### config.mk
export PLATFORM = sky130hd
export DESIGN_NAME = gray_frame_arbiter
export DESIGN_NICKNAME = d
export VERILOG_FILES = /design/src/rtl/gray_frame_arbiter_pkg.sv /design/src/rtl/gray_frame_arbiter_rr_arb2.sv /design/src/rtl/gray_frame_arbiter.sv
export SDC_FILE = /design/constraint.sdc
export NUM_CORES = 1
export LEC_CHECK = 0
export CORE_UTILIZATION = 40
export DETAILED_ROUTE_END_ITERATION = 16
export DONT_BUFFER_PORTS = 1
export GPL_ROUTABILITY_DRIVEN = 1
export PLACE_DENSITY_LB_ADDON = 0.12
export SYNTH_ARGS = -nofsm -noshare
export SYNTH_HDL_FRONTEND = slang
export SYNTH_HIERARCHICAL = 1
export SYNTH_SLANG_ARGS = --single-unit
### constraint.sdc
create_clock -name clk -period 5 [get_ports clk]
set_clock_uncertainty 0.15 [all_clocks]
set_input_delay 1 -clock clk [delete_from_list [all_inputs] [get_ports clk]]
set_output_delay 1 -clock clk [all_outputs]
set_load 0.05 [all_outputs]
### src/rtl/gray_frame_arbiter_pkg.sv
// Shared types for the grayscale frame arbiter: FSM states, the pixel
// framing bundle and the frame-size helper.
package gray_arb_pkg;

    // Width of the data field carried in pix_if_t (one RGB888 pixel).
    localparam int PIX_W = 24;

    typedef enum logic [1:0] {
        IDLE     = 2'd0,
        WAIT_SOF = 2'd1,
        STREAM   = 2'd2
    } arb_state_t;

    // One beat of the val/sof/eof/sol/eol/data pixel stream.
    typedef struct packed {
        logic             val;
        logic             sof;
        logic             eof;
        logic             sol;
        logic             eol;
        logic [PIX_W-1:0] data;
    } pix_if_t;

    // Number of pixels in one complete frame.
    function automatic int FRAME_PIXELS(input int w, input int h);
        return w * h;
    endfunction

endpackage

### src/rtl/gray_frame_arbiter_rr_arb2.sv
// Two-requester round-robin picker. The pointer holds the index of the
// source that finished last; contention goes to the other one.
module rr_arb2 (
    input  logic       clk,
    input  logic       rst_n,
    input  logic [1:0] req,
    input  logic       upd_en,
    input  logic       upd_idx,
    output logic       pick
);

    logic last_q;

    // Last-grant pointer; reset to 1 so source 0 wins the first contention.
    always_ff @(posedge clk or negedge rst_n) begin
        // NOTE: clocked state uses non-blocking assignments so every register
        // samples pre-edge values regardless of block ordering.
        if (!rst_n) begin
            last_q <= 1'b1;
        end else if (upd_en) begin
            last_q <= upd_idx;
        end
    end

    // Combinational pick from the current requests and pointer.
    always_comb begin
        // NOTE: a default before the case keeps every path assigned, so no
        // latch is inferred.
        pick = 1'b0;
        unique case (req)
            2'b01:   pick = 1'b0;
            2'b10:   pick = 1'b1;
            2'b11:   pick = ~last_q;
            default: pick = 1'b0;
        endcase
    end

endmodule

### src/rtl/gray_frame_arbiter.sv
// Frame-granular arbiter sharing the RGB-to-grayscale stage between two
// pixel sources. Ownership changes only between frames; every m_* output
// is registered (one cycle latency from the granted source).
// Optional build macro GRAY_ARB_TIMEOUT_EN: abandons a grant that has not
// produced sof within TIMEOUT_CYCLES cycles.
module gray_frame_arbiter
    import gray_arb_pkg::*;
#(
    parameter int FRAME_WIDTH    = 640,
    parameter int FRAME_HEIGHT   = 480,
    parameter int PIX_WIDTH      = 24,
    parameter int TIMEOUT_CYCLES = 65535
) (
    input  logic                 clk,
    input  logic                 rst_n,

    input  logic                 s0_req,
    input  logic                 s0_val,
    input  logic                 s0_sof,
    input  logic                 s0_eof,
    input  logic                 s0_sol,
    input  logic                 s0_eol,
    input  logic [PIX_WIDTH-1:0] s0_data,
    output logic                 s0_gnt,

    input  logic                 s1_req,
    input  logic                 s1_val,
    input  logic                 s1_sof,
    input  logic                 s1_eof,
    input  logic                 s1_sol,
    input  logic                 s1_eol,
    input  logic [PIX_WIDTH-1:0] s1_data,
    output logic                 s1_gnt,

    output logic                 m_val,
    output logic                 m_sof,
    output logic                 m_eof,
    output logic                 m_sol,
    output logic                 m_eol,
    output logic [PIX_WIDTH-1:0] m_data,
    output logic                 m_sel,
    output logic                 busy,
    output logic                 frame_err
);

    // PIX_WIDTH is expected to match the package data field (RGB888).
    localparam int N_PIX = FRAME_PIXELS(FRAME_WIDTH, FRAME_HEIGHT);
    localparam int CNT_W = $clog2(N_PIX + 1);

    arb_state_t       state_q, state_d;
    logic             sel_q, sel_d;
    logic [CNT_W-1:0] cnt_q, cnt_d;
    logic [CNT_W-1:0] cnt_inc;
    pix_if_t          s0_pix, s1_pix, cur_pix;
    pix_if_t          m_q, m_d;
    logic             err_q, err_d;
    logic             take;
    logic             at_full;
    logic             rr_pick;
    logic             rr_upd;
    logic             wait_done;

    assign s0_pix  = {s0_val, s0_sof, s0_eof, s0_sol, s0_eol, PIX_W'(s0_data)};
    assign s1_pix  = {s1_val, s1_sof, s1_eof, s1_sol, s1_eol, PIX_W'(s1_data)};
    // Only the owning source is ever looked at; the other is ignored.
    assign cur_pix = sel_q ? s1_pix : s0_pix;

    rr_arb2 u_rr (
        .clk     (clk),
        .rst_n   (rst_n),
        .req     ({s1_req, s0_req}),
        .upd_en  (rr_upd),
        .upd_idx (sel_q),
        .pick    (rr_pick)
    );

`ifdef GRAY_ARB_TIMEOUT_EN
    localparam int WAIT_W = (TIMEOUT_CYCLES > 1) ? $clog2(TIMEOUT_CYCLES) : 1;

    logic [WAIT_W-1:0] wait_q;

    // Cycles spent in WAIT_SOF for the current grant; cleared elsewhere.
    always_ff @(posedge clk or negedge rst_n) begin
        if (!rst_n) begin
            wait_q <= '0;
        end else if (state_q == WAIT_SOF) begin
            wait_q <= wait_q + WAIT_W'(1);
        end else begin
            wait_q <= '0;
        end
    end

    // High on the last permitted WAIT_SOF cycle.
    assign wait_done = (wait_q == WAIT_W'(TIMEOUT_CYCLES - 1));
`else
    assign wait_done = 1'b0;
`endif

    // Next-state, counter and output-beat logic for the grant FSM.
    always_comb begin
        state_d = state_q;
        sel_d   = sel_q;
        cnt_d   = cnt_q;
        m_d     = '0;
        err_d   = 1'b0;
        rr_upd  = 1'b0;
        take    = 1'b0;
        cnt_inc = cur_pix.sof ? CNT_W'(1) : cnt_q + CNT_W'(1);
        at_full = (cnt_inc == CNT_W'(N_PIX));

        unique case (state_q)
            IDLE: begin
                if (s0_req || s1_req) begin
                    sel_d   = rr_pick;
                    state_d = WAIT_SOF;
                end
            end
            WAIT_SOF: begin
                // Anything before the first sof is dropped.
                take = cur_pix.val && cur_pix.sof;
                if (!take && wait_done) begin
                    err_d   = 1'b1;
                    rr_upd  = 1'b1;
                    state_d = IDLE;
                end
            end
            STREAM: begin
                take = cur_pix.val;
                // A fresh sof mid-frame restarts the frame and is flagged.
                err_d = cur_pix.val && cur_pix.sof;
            end
            default: state_d = IDLE;
        endcase

        if (take) begin
            m_d     = cur_pix;
            cnt_d   = cnt_inc;
            state_d = STREAM;
            // eof must coincide exactly with the last pixel of the frame.
            if (cur_pix.eof != at_full) begin
                err_d = 1'b1;
            end
            if (cur_pix.eof || at_full) begin
                m_d.eof = 1'b1;
                rr_upd  = 1'b1;
                state_d = IDLE;
            end
        end
    end

    // FSM, owner index and pixel counter registers.
    always_ff @(posedge clk or negedge rst_n) begin
        if (!rst_n) begin
            state_q <= IDLE;
            sel_q   <= 1'b0;
            cnt_q   <= '0;
        end else begin
            state_q <= state_d;
            sel_q   <= sel_d;
            cnt_q   <= cnt_d;
        end
    end

    // Output beat and error pulse registers.
    always_ff @(posedge clk or negedge rst_n) begin
        // NOTE: the data register is reset along with the strobes so the
        // whole master port reads zero out of reset, not just m_val.
        if (!rst_n) begin
            m_q   <= '0;
            err_q <= 1'b0;
        end else begin
            m_q   <= m_d;
            err_q <= err_d;
        end
    end

    assign m_val     = m_q.val;
    assign m_sof     = m_q.sof;
    assign m_eof     = m_q.eof;
    assign m_sol     = m_q.sol;
    assign m_eol     = m_q.eol;
    assign m_data    = PIX_WIDTH'(m_q.data);
    assign m_sel     = sel_q;
    assign frame_err = err_q;
    assign busy      = (state_q != IDLE);
    assign s0_gnt    = busy && !sel_q;
    assign s1_gnt    = busy && sel_q;

endmodule

* After elaboration in Yosys (flattened, before gate mapping)
Index checks and enable logic that the tools add are counted.
** Operators by class
- Eq/ne operators :: 8
- Divide/modulo/power cells :: 0
- Reduce and logical (&&, ||, !) cells :: 11
- Bitwise gates (word level) :: 1
- $add $sub $neg :: 1
- Mux-type cells :: 15
- Multipliers :: 0
- Magnitude comparators :: 0
- Shift-type cells :: 0
** Operator list (number)
- $mux W29 :: 2
- $add A19 B1 Y19 const B :: 1
- $eq A19 B19 Y1 const B :: 1
- $mux W19 :: 1
- $eq A2 B2 Y1 const B :: 3
- $mux W1 :: 6
- $mux W2 :: 3
- $pmux W1 S2 :: 2
- $pmux W2 S2 :: 1
- $reduce_and A2 Y1 :: 2
- $logic_and A1 B1 Y1 :: 3
- $ne A3 B3 Y1 const B :: 1
- $eq A2 B1 Y1 const B :: 1
- $logic_not A2 Y1 :: 1
- $logic_or A1 B1 Y1 :: 2
- $ne A2 B1 Y1 const B :: 1
- $reduce_bool A2 Y1 :: 1
- $reduce_or A2 Y1 :: 1
- $logic_not A1 Y1 :: 1
- $ne A1 B1 Y1 :: 1
- $not A1 Y1 :: 1
** Word-level totals
- Output and inout port bits :: 34
- Bits in latches :: 0
- Bits in registers :: 53
- Bits in writable memories :: 0
- ROM bits :: 0
- Input port bits :: 62
- Memories kept :: 0

* Depth between registers and ports, before layout
- Depth in word-level cells :: 6
- Gate-level depth with buffers :: 10
- Depth with buffers taken out :: 9

* Modules after synthesis
Netlist, hierarchy kept.
** By module, submodules not included
- gray_frame_arbiter :: cells each 284, area each 2771.4 um^2, sequential area each 1301.2 um^2, times used 1
- rr_arb2 :: cells each 3, area each 48.8 um^2, sequential area each 26.3 um^2, times used 1

* Worst setup path after synthesis
Ideal clock, no wire load.
- Path type :: reg2out
- From :: register sel_q, in the netlist m_sel
- To :: output port s1_gnt
- Buffers on the path :: 2
- Arrival :: 2.040 ns
- Stages on the path, launching flop included :: 4
- Slack :: 1.810 ns
- Cell sequence :: dfrtp_1 -> buf_2 -> buf_1 -> nor2b_1
** On the way
- Longest elaborated chain between the ends :: 1
** Ends and longest elaborated chain
- from (decl) :: line gray_frame_arbiter.sv:51 : logic sel_q, sel_d;
- from (signal assigned) :: line gray_frame_arbiter.sv:159 : sel_q <= sel_d;
- $logic_and A1 B1 Y1 :: line gray_frame_arbiter.sv:187 : assign s1_gnt = busy && sel_q;
- to (decl) :: line gray_frame_arbiter.sv:33 : output logic s1_gnt,
No other way between the ends.

* Final worst setup path
- From :: register sel_q, in the netlist m_sel
- To :: register u_rr.last_q
** On the way
- Longest elaborated chain between the ends :: 6
- Elaborated cells between the ends (all ways) :: 8
- Those cells by class :: eq/ne (1); mux (5); reduce/logical (2)
** Ends and longest elaborated chain
- $mux W29 (*) :: line gray_frame_arbiter.sv:66 : assign cur_pix = sel_q ? s1_pix : s0_pix;
- $mux W19 :: line gray_frame_arbiter.sv:108 : cnt_inc = cur_pix.sof ? CNT_W'(1) : cnt_q + CNT_W'(1);
- $eq A19 B19 Y1 :: line gray_frame_arbiter.sv:109 : at_full = (cnt_inc == CNT_W'(N_PIX));
- $logic_or A1 B1 Y1 :: line gray_frame_arbiter.sv:143 : if (cur_pix.eof || at_full) begin
- $mux W1 :: line gray_frame_arbiter.sv:143
- $mux W1 (*) :: line gray_frame_arbiter.sv:135 : if (take) begin
- net rr_upd :: line gray_frame_arbiter.sv:60 : logic rr_upd;
- to (signal assigned) :: line gray_frame_arbiter_rr_arb2.sv:21 : last_q <= upd_idx;
- to (decl) :: line gray_frame_arbiter_rr_arb2.sv:12 : logic last_q;
Mark *: on every way through the listed nets, which the timed path passes. The rest lies on a longest branch.
A chain may end at the register's enable or synchronous reset.

==> flow_metrics.py <==
metrics = {
    "floorplanning": {
        "die-area_um2": 7390,
        "die-height_um": 86.0,
        "die_w_um": 86.0,
        "ioPinCount": 96,
        "core_area_um2": 6790,
        "std_cell_rows": 30,
        "start_util_pct": 41.5,
    },
    "timing": {
        "relSlewSlack_pct": 29.0,
        "drv_slew": 0,
        "worstMarginPinSlew_ps": 1070,
        "fin_tns_setup_ps": 0,
        "setup_viol": 0,
        "hold_viol": 0,
        "rsz0062_at_grt": "false",
        "setup_ws_ps": 1550,
        "period_minus_slack_ps": 3450,
        "max_freq_mhz": 290,
        "period_share_pct": 69.0,
    },
    "logic_synthesis": {
        "ys_seq_area_share_pct": 47.1,
        "synth.most_common_cell": "dfrtp_1",
        "syn-cell-area_um2": 2820,
        "synth_top_family_by_area": "simple AND/OR/NAND/NOR gates",
        "yosysTopAreaCell": "dfrtp_1",
        "synthMuxAreaShare_pct": 12.8,
        "synth_compound_area_share_pct": 13.3,
        "yosysTopAreaCellShare_pct": 46.1,
        "synth_nets": 355,
        "ys_top_cells_by_count": "dfrtp_1, nor2_1, mux2i_1, o21ai_0, nand2_1",
        "netlist_instances": 287,
        "ys.flop_type": "dfrtp_1",
        "synth_fa_ha_area_share_pct": 2.66,
        "synth_edf_count": 0,
        "async_reset_ff_share_pct": 100,
        "ys_ff_latch": 53,
        "synth_cell_types": 49,
        "yosys.area_share.xor_xnor_pct": 0.621,
        "synth_warnings": 6,
        "synthSimpleGateAreaFrac_pct": 18.9,
        "yosys-top-cells-area": "dfrtp_1, mux2i_1, nor2_1, o21ai_0, ha_1",
        "synthesis.area_per_instance_um2": 9.83,
    },
    "drt": {
        "wire_per_inst_um": 15.6,
        "viasPerCell": 5.63,
        "firstDrtPassIters": 4,
        "vias": 2090,
        "drc": 0,
        "drt-total-wl_um": 5800,
        "first_iter_violations": 128,
        "final_antenna_net_count": 0,
    },
    "critical_path": {
        "critPathCaptureType": "register",
        "timing.critical_path.slowest_cell_delay_ps": 1090,
        "cp.arrival_ps": 3540,
        "path_depth": 6,
        "worstPathMaxFanout": 35,
        "rr_startpoint": "m_sel",
        "cp_num_buf_inv": 1,
        "critPathCapture": "u_rr/last_q",
        "critical_path_class": "reg -> reg",
        "path_cells": "mux2_2 > a21oi_1 > or2_1 > buf_4 > nor2_1 > mux2_4",
        "path_delay_family": "flip-flops",
        "critical_path.startpoint": "m_sel",
        "r2r_slack_ps": 1550,
        "crit_slowest_cell": "dfrtp_2",
        "required_ps": 5090,
        "crit_path_start_kind": "register",
        "rr_worst_depth": 6,
        "regToRegEndpoint": "u_rr/last_q",
    },
    "placement": {
        "pre_cts_ws_ps": 1510,
        "gp_congestion": 0.794,
        "dp_hpwl_um": 4000,
        "io_buffers": 0,
    },
    "pwr": {
        "p_leak_nw": 1.29,
        "p_per_area_nw_per_um2": 519,
        "ir_worst_vdd_mv": 0.236,
    },
    "global_routing": {
        "antenna_found_initial": 0,
        "grt_use_total_pct": 16.2,
        "grt_start_max_net_pins": 54,
        "first_global_vias": 1884,
        "grt_pass1_wl_um": 9340,
        "grt_overflow": 0,
    },
    "clock_network": {
        "ctsHoldBuffers": 0,
        "post_cts_buffers": 0,
        "cts_tree": "built",
        "insertion_delay_ps": 300,
        "cts_max_path_buffers": 2,
        "cts_buffers": 5,
        "clock-root-buffer": "clkbuf_8",
        "cts-resized-gates": 0,
        "clkSinkCount": 53,
        "clk_pin_slew_ps": 100,
        "ctsHtreeMaxLevel": 2,
    },
    "layout": {
        "syn_to_final_growth_pct": 4.70,
        "finalNetCount": 342,
        "n_antenna_cell": 0,
        "final_layout_size_suffix_gt1_share_pct": 8.00,
    },
    "job": {
        "cap_violations": 0,
    },
    "status": {
        "status": "complete, no violations",
    },
    "min_path": {
        "min_path_type": "in -> async",
    },
}
-- worst min-delay path by stage --
stage	startpoint	depth (start not counted)	to	slack [ps]
floorplan	cnt_q[18]	1	cnt_q[18]	340
global placement	cnt_q[18]	1	cnt_q[18]	350
detailed placement	cnt_q[18]	1	cnt_q[18]	360
CTS	rst_n	0	cnt_q[15]	210
global route	rst_n	0	m_val	200
finish	rst_n	0	cnt_q[2]	230
-- layout make-up --
cell class                 count  area [um2]
timing repair buffer           2        15.0
fill                         679        3840
inverter                       6        22.5
clock buffer                   7        96.3
tap                           96         120
sequential                    53        1330
clock inverter                 1        8.76
multi-input combinational    206        1360
-- cell usage in the layout, fill, tap and decap left out, types with 2 or more instances in the layout --
cell type	n
nor3_1	3
ha_1	6
xnor2_1	2
a21oi_1	9
clkbuf_8	7
nand4_1	7
nand2_1	15
and4_1	5
inv_1	5
mux2i_1	30
and2_1	4
mux2_2	4
o22ai_1	2
a22o_1	2
nor4_1	3
and3_1	3
or3_1	2
a31oi_1	3
nor2_1	40
nand3_1	12
o31ai_1	7
o21ai_0	23
or4_1	3
o41ai_1	2
o211ai_1	2
buf_4	2
dfrtp_1	51
-- logic make-up (layout without fill, tap and decap cells) --
family | count (synthesis) | count (layout)
buf+inv | 28 | 16
compound gates | 60 | 60
mux | 35 | 35
flops | 53 | 53
fa+ha+maj | 6 | 6
xor+xnor | 2 | 2
simple gates | 103 | 103
-- metal layers --
| layer | part of all wire [%] | GRT usage, % | vias up |
|---|---|---|---|
| li1 | - | - | 1005 |
| met1 | 45 | 21.4 | 992 |
| met2 | 47 | 26.0 | 89 |
| met3 | 7.8 | 5.10 | 4 |
| met4 | 0.43 | 3.64 | 0 |
| met5 | 0 | 0 | - |
-- registers in the layout (all words and copies together) (netlist names) --
| signal | count |
|---|---|
| m_eol | 1 |
| m_data | 24 |
| m_sof | 1 |
| m_sol | 1 |
| cnt_q | 19 |
| u_rr/last_q | 1 |
| m_sel | 1 |
| frame_err | 1 |
| state_q | 2 |
| m_eof | 1 |
| m_val | 1 |
-- metrics by stage --
| stage | util, % | total power [mW] | area (um2) | hold WS [ps] | cells |
|---|---|---|---|---|---|
| 2_1_floorplan | - | 1.19 | 2820 | 340 | 287 |
| 3_3_place_gp | 41.9 | 1.28 | 2850 | 352 | 363 |
| 3_5_place_dp | 41.9 | 1.28 | 2850 | 363 | 363 |
| 4_1_cts | 43.5 | 1.55 | 2950 | 214 | 371 |
| 5_1_grt | 43.5 | 1.64 | 2950 | 199 | 371 |
| 6_report | 43.5 | 1.53 | 2950 | 231 | 371 |
-- where the power goes --
group | switching [mW] | leakage [nW] | internal (mW) | total [mW]
registers | 0.310 | 0.708 | 0.510 | 0.819
logic | 0.254 | 0.531 | 0.191 | 0.445
clock network | 0.141 | 0.0549 | 0.128 | 0.269
total | 0.704 | 1.29 | 0.829 | 1.53
-- worst register-to-register path, delay by kind of cell, from the launching register on --
| family | cells | cell delay [ps] |
|---|---|---|
| flops | 1 | 1090 |
| simple gates | 2 | 620 |
| mux | 2 | 860 |
| compound gates | 1 | 240 |
| buf+inv | 1 | 430 |
(Power assumes the default switching activity.)
